File: src/rtl/selen_wb_pkg.sv
// Shared types for the selen Wishbone master: FSM states, termination priority, retry width.
// Core bus widths default here unless the including build already defines them.
`ifndef CORE_ADDR_WIDTH
`define CORE_ADDR_WIDTH 32
`endif
`ifndef CORE_DATA_WIDTH
`define CORE_DATA_WIDTH 32
`endif
`ifndef CORE_BE_WIDTH
`define CORE_BE_WIDTH 4
`endif

package selen_wb_pkg;

  typedef enum logic [1:0] {
    ST_IDLE    = 2'd0,
    ST_BUS     = 2'd1,
    ST_BACKOFF = 2'd2,
    ST_RESP    = 2'd3
  } state_e;

  typedef enum logic [1:0] {
    TERM_NONE = 2'd0,
    TERM_ERR  = 2'd1,
    TERM_ACK  = 2'd2,
    TERM_RTY  = 2'd3
  } term_e;

  localparam int RETRY_W = 4;

  // err wins over ack, ack over rty; nothing counts while stb is low
  function automatic term_e decode_term(input logic stb, input logic err,
                                        input logic ack, input logic rty);
    term_e t;
    t = TERM_NONE;
    if (stb) begin
      if (err)      t = TERM_ERR;
      else if (ack) t = TERM_ACK;
      else if (rty) t = TERM_RTY;
    end
    return t;
  endfunction

endpackage

File: src/rtl/selen_wb_watchdog.sv
// Bus-cycle timeout counter: counts while enabled, clears on clr_i, flags the last allowed cycle.
module selen_wb_watchdog #(
  parameter int TIMEOUT_CYCLES = 255,
  parameter int CNT_W          = 16
) (
  input  logic clk,
  input  logic rst_n,
  input  logic clr_i,
  input  logic en_i,
  output logic expire_o
);

  logic [CNT_W-1:0] cnt_q, cnt_d;

  always_comb begin
    cnt_d = cnt_q;
    if (clr_i)     cnt_d = '0;
    else if (en_i) cnt_d = cnt_q + 1'b1;
  end

  always_ff @(posedge clk or negedge rst_n) begin
    if (!rst_n) cnt_q <= '0;
    else        cnt_q <= cnt_d;
  end

  // count 0 is the first strobe cycle, so strobe stays up exactly TIMEOUT_CYCLES cycles
  assign expire_o = en_i && (cnt_q == CNT_W'(TIMEOUT_CYCLES - 1));

endmodule

File: src/rtl/selen_wb_master.sv
// Wishbone B4 classic master: one outstanding load/store, err>ack>rty, bounded retry.
// Optional bus timeout under SELEN_WB_MASTER_TIMEOUT_EN.
module selen_wb_master
  import selen_wb_pkg::*;
#(
  parameter int MAX_RETRY      = 3,
  parameter int TIMEOUT_CYCLES = 255
) (
  input  logic                        clk,
  input  logic                        rst_n,
  input  logic                        req_val,
  output logic                        req_rdy,
  input  logic [`CORE_ADDR_WIDTH-1:0] req_addr,
  input  logic                        req_we,
  input  logic [`CORE_BE_WIDTH-1:0]   req_be,
  input  logic [`CORE_DATA_WIDTH-1:0] req_wdata,
  output logic                        resp_val,
  output logic                        resp_err,
  output logic [`CORE_DATA_WIDTH-1:0] resp_rdata,
  output logic [`CORE_ADDR_WIDTH-1:0] wb_adr_o,
  output logic [`CORE_DATA_WIDTH-1:0] wb_dat_o,
  output logic [`CORE_BE_WIDTH-1:0]   wb_sel_o,
  output logic                        wb_we_o,
  output logic                        wb_cyc_o,
  output logic                        wb_stb_o,
  input  logic [`CORE_DATA_WIDTH-1:0] wb_dat_i,
  input  logic                        wb_ack_i,
  input  logic                        wb_err_i,
  input  logic                        wb_rty_i
);

  state_e                      state_q, state_d;
  logic [RETRY_W-1:0]          retry_q, retry_d;
  logic [`CORE_ADDR_WIDTH-1:0] adr_q, adr_d;
  logic [`CORE_DATA_WIDTH-1:0] dat_q, dat_d;
  logic [`CORE_BE_WIDTH-1:0]   sel_q, sel_d;
  logic                        we_q, we_d;
  logic                        cyc_q, cyc_d;
  logic                        rval_q, rval_d;
  logic                        rerr_q, rerr_d;
  logic [`CORE_DATA_WIDTH-1:0] rdata_q, rdata_d;
  logic                        tmo_expire;
  logic                        fail;
  term_e                       term;

`ifdef SELEN_WB_MASTER_TIMEOUT_EN
  selen_wb_watchdog #(.TIMEOUT_CYCLES(TIMEOUT_CYCLES)) u_wdog (
    .clk      (clk),
    .rst_n    (rst_n),
    .clr_i    (state_q != ST_BUS),
    .en_i     (state_q == ST_BUS),
    .expire_o (tmo_expire)
  );
`else
  logic unused_tmo;
  assign unused_tmo = (TIMEOUT_CYCLES != 0);
  assign tmo_expire = 1'b0;
`endif

  always_comb begin
    state_d = state_q;
    retry_d = retry_q;
    adr_d   = adr_q;
    dat_d   = dat_q;
    sel_d   = sel_q;
    we_d    = we_q;
    cyc_d   = cyc_q;
    rval_d  = 1'b0;
    rerr_d  = 1'b0;
    rdata_d = '0;
    fail    = 1'b0;
    term    = decode_term(cyc_q, wb_err_i, wb_ack_i, wb_rty_i);
    case (state_q)
      ST_IDLE: if (req_val) begin
        adr_d   = req_addr;
        we_d    = req_we;
        sel_d   = req_be;
        dat_d   = req_we ? req_wdata : '0;
        cyc_d   = 1'b1;
        state_d = ST_BUS;
      end
      ST_BUS: case (term)
        TERM_ERR: fail = 1'b1;
        TERM_ACK: begin
          cyc_d   = 1'b0;
          rval_d  = 1'b1;
          rdata_d = we_q ? '0 : wb_dat_i;
          state_d = ST_RESP;
        end
        TERM_RTY: if (retry_q < RETRY_W'(MAX_RETRY)) begin
          retry_d = retry_q + 1'b1;
          cyc_d   = 1'b0;
          state_d = ST_BACKOFF;
        end else begin
          fail = 1'b1;
        end
        default: fail = tmo_expire;
      endcase
      ST_BACKOFF: begin
        cyc_d   = 1'b1;
        state_d = ST_BUS;
      end
      default: begin
        retry_d = '0;
        state_d = ST_IDLE;
      end
    endcase
    // bus error, retry exhaustion and timeout all end the same way
    if (fail) begin
      cyc_d   = 1'b0;
      rval_d  = 1'b1;
      rerr_d  = 1'b1;
      state_d = ST_RESP;
    end
  end

  always_ff @(posedge clk or negedge rst_n) begin
    if (!rst_n) begin
      state_q <= ST_IDLE;
      retry_q <= '0;
      adr_q   <= '0;
      dat_q   <= '0;
      sel_q   <= '0;
      we_q    <= 1'b0;
      cyc_q   <= 1'b0;
      rval_q  <= 1'b0;
      rerr_q  <= 1'b0;
      rdata_q <= '0;
    end else begin
      state_q <= state_d;
      retry_q <= retry_d;
      adr_q   <= adr_d;
      dat_q   <= dat_d;
      sel_q   <= sel_d;
      we_q    <= we_d;
      cyc_q   <= cyc_d;
      rval_q  <= rval_d;
      rerr_q  <= rerr_d;
      rdata_q <= rdata_d;
    end
  end

  assign req_rdy    = (state_q == ST_IDLE);
  assign wb_adr_o   = adr_q;
  assign wb_dat_o   = dat_q;
  assign wb_sel_o   = sel_q;
  assign wb_we_o    = we_q;
  assign wb_cyc_o   = cyc_q;
  assign wb_stb_o   = cyc_q;
  assign resp_val   = rval_q;
  assign resp_err   = rerr_q;
  assign resp_rdata = rdata_q;

endmodule
File: config.mk
export PLATFORM = sky130hd
export DESIGN_NAME = selen_wb_master
export DESIGN_NICKNAME = d
export VERILOG_FILES = /design/src/rtl/selen_wb_pkg.sv /design/src/rtl/selen_wb_watchdog.sv /design/src/rtl/selen_wb_master.sv
export SDC_FILE = /design/constraint.sdc
export NUM_CORES = 1
export LEC_CHECK = 0
export BUFFER_PORTS_ARGS = -buffer_cell sky130_fd_sc_hd__buf_4
export CAP_MARGIN = 20
export CORE_ASPECT_RATIO = 1.5
export CORE_MARGIN = 8
export CORE_UTILIZATION = 40
export CTS_BUF_LIST = sky130_fd_sc_hd__clkbuf_8
export DETAILED_ROUTE_END_ITERATION = 6
export PLACE_DENSITY = 0.82
export SKIP_LAST_GASP = 1
export SYNTH_ARGS = -nofsm -noshare
export SYNTH_HDL_FRONTEND = slang
export SYNTH_SLANG_ARGS = --single-unit
File: constraint.sdc
create_clock -name clk -period 1.8 [get_ports clk]
set_input_delay 0.36 -clock clk [delete_from_list [all_inputs] [get_ports clk]]
set_output_delay 0.36 -clock clk [all_outputs]
set_load 0.02 [all_outputs]
==> impl_metrics.tcl <==
set metrics [dict create \
    antenna_found_initial 0 \
    core-area_mm2 0.0105 \
    clockRootBuffer "clkbuf_8" \
    drive_gt1_share_pct 50.6 \
    synthesis.area_mm2 0.00424 \
    syn2layout_area_growth_pct 46.7 \
    cpMaxStageDelayCell "dfrtp_1" \
    drt_iter0_markers 150 \
    ant_nets 0 \
    final_common_cell "buf_4" \
    worst_slew_pin_slew_ns 0.526 \
    cp_max_fo 56 \
    cts_sinks 110 \
    place_ws_ns 0.248 \
    hold_depth 2 \
    tritoncts "done" \
    required_ns 2.05 \
    hold_buffers 1 \
    diodes 0 \
    wl_per_cell_um 16.3 \
    max_freq_mhz 635 \
    synth_flop_cell "dfrtp_1" \
    startpoint_type "register" \
    htreeDepth 3 \
    setup_viol 0 \
    placementRows 46 \
    initial_core_util_pct 40.5 \
    ys_types 25 \
    synth_nets 435 \
    cap_violations 0 \
    power.total_mw 9.16 \
    grt_pass1_vias 3423 \
    synth.ff_latch_count 110 \
    vias_per_cell 4.54 \
    slew_headroom_pct 64.5 \
    io_pins 213 \
    hpwl_um 8800 \
    chipHeight_um 142 \
    worst-setup-path-type "register to register" \
    cts.clk_slew.worst_paths_ns 0.11 \
    path_cells "or3b_4, buf_12, mux2_4" \
    syn_inst 327 \
    cts_setup_buffers 0 \
    yosys_warnings 0 \
    post-place-cells 670 \
    cts_buffers 9 \
    power_leakage_nw 3.33 \
    final_nets 646 \
    vias 3120 \
    cts.repair.resized 0 \
    die_w_um 100 \
    rsz0062_at_grt "no" \
    design_area_mm2 0.00622 \
    drc_errors 0 \
    avgSynthCellArea_um2 13.0 \
    final_cell_count_no_fill 687 \
    setup_tns_ns 0 \
    crit_arrival_ns 1.83 \
    track_usage_pct 16.1 \
    critPathBufInv 1 \
    place.gp.congestion 0.768 \
    synth-edff-count 0 \
    max_stage_delay_ns 0.46 \
    holdWs_ns 0.187 \
    fin_ws_ns 0.224 \
    grt_pass1_wl_um 17900 \
    finClkSkew_ns 0.0127 \
    period_share_pct 87.5 \
    die-area_mm2 0.0142 \
    io_buffers 212 \
    worstHoldPathType "primary input to register" \
    gr-total-overflow 0 \
    rr_worst_depth 3 \
    fin_crit_ns 1.58 \
    fin_util_pct 59.4 \
    clkLatencyLatePin_ns 0.37 \
    end_kind "register" \
    synth-seq-area-share_pct 64.9 \
    drv_slew 0 \
    cp_num_cells 3 \
    firstDrtPassIters 4 \
    hold_viol_final 0 \
    placedInstanceArea_mm2 0.00601 \
    grt_max_degree 57 \
    peakVddDrop_v 0.000738 \
    synth_async_sr_flop_share_pct 100 \
    wl_um 11200 \
    powerDensity_mw_per_mm2 1470 \
    outcome "finished clean" \
    mostFrequentLayoutCells "buf_4, dfrtp_1, nand2_1" \
    path_delay_family "flip-flops" \
    cts_buffer_depth 2 \
]
==> kinds of logic (layout without fill, tap and decap cells) <==
logic type	count (synthesis)	after routing	share of synthesized area, %
and+or+nand+nor	114	114	13.0
adders and majority gates	1	1	0.295
muxes	37	37	13.0
buffers and inverters	22	238	3.10
AOI/OAI and AO/OA	43	43	5.72
DFF	110	110	64.9
==> where the power goes <==
part / switching, mW / internal (mW)
combinational: 2.01 / 2.02
clock: 0.817 / 0.648
sequential: 0.448 / 3.22
==> Yosys cell counts (2+ instances only) <==
master	instances	share of area, %
a21boi_0	2	0.35
a21oi_1	3	0.35
a221o_1	2	0.47
and2_1	33	4.9
buf_6	6	1.6
clkbuf_1	13	1.2
dfrtp_1	110	65
inv_1	2	0.18
mux2_4	36	13
nand2_1	64	5.7
nand2b_1	3	0.44
nor2_1	8	0.71
nor3_1	2	0.24
o21ai_0	32	3.8
==> registers in the layout, summed over array words and instances, names as in the netlist <==
| register | cells |
|---|---|
| resp_err | 1 |
| resp_rdata | 32 |
| resp_val | 1 |
| retry_q | 4 |
| state_q | 2 |
| wb_adr_o | 32 |
| wb_cyc_o | 1 |
| wb_dat_o | 32 |
| wb_sel_o | 4 |
| wb_we_o | 1 |
==> worst reg2reg max path, cell delays in order (launching register included) <==
cell and delay, ns:
dfrtp_1 0.46, or3b_4 0.44, buf_12 0.22, mux2_4 0.35
==> per-layer routing <==
layer	vias to the layer above	global-route usage, %	wire length, um
met5	-	0	0
met4	0	5.44	118
met3	10	8.33	1350
met2	144	25.8	5550
met1	1481	18.1	4210
li1	1485	-	-
==> area by class of cell <==
class,instances,area (um^2)
tap,144,180
clock buffer,9,124
clock inverter,7,72.6
sequential,110,2750
multi-input combinational,195,1370
timing repair buffer,220,1720
inverter,2,7.51
fill,868,4260
==> final timing paths <==
kind | startpoint | to | slack (ns)
worst max-delay path | state_q[1]$_DFFE_PN0P_ | wb_adr_o[4]$_DFFE_PN0P_ | 0.22
worst min-delay path | wb_dat_i[4] | resp_rdata[4]$_DFF_PN0_ | 0.19
worst max register to register | state_q[1]$_DFFE_PN0P_ | wb_adr_o[4]$_DFFE_PN0P_ | 0.22
worst min register to register | wb_dat_o[12]$_DFFE_PN0P_ | wb_dat_o[12]$_DFFE_PN0P_ | 0.49
max in group asynchronous | rst_n | retry_q[1]$_DFFE_PN0P_ | 0.81
min in group asynchronous | rst_n | wb_adr_o[22]$_DFFE_PN0P_ | 0.46
No activity file was read; power rests on OpenSTA's default activity.
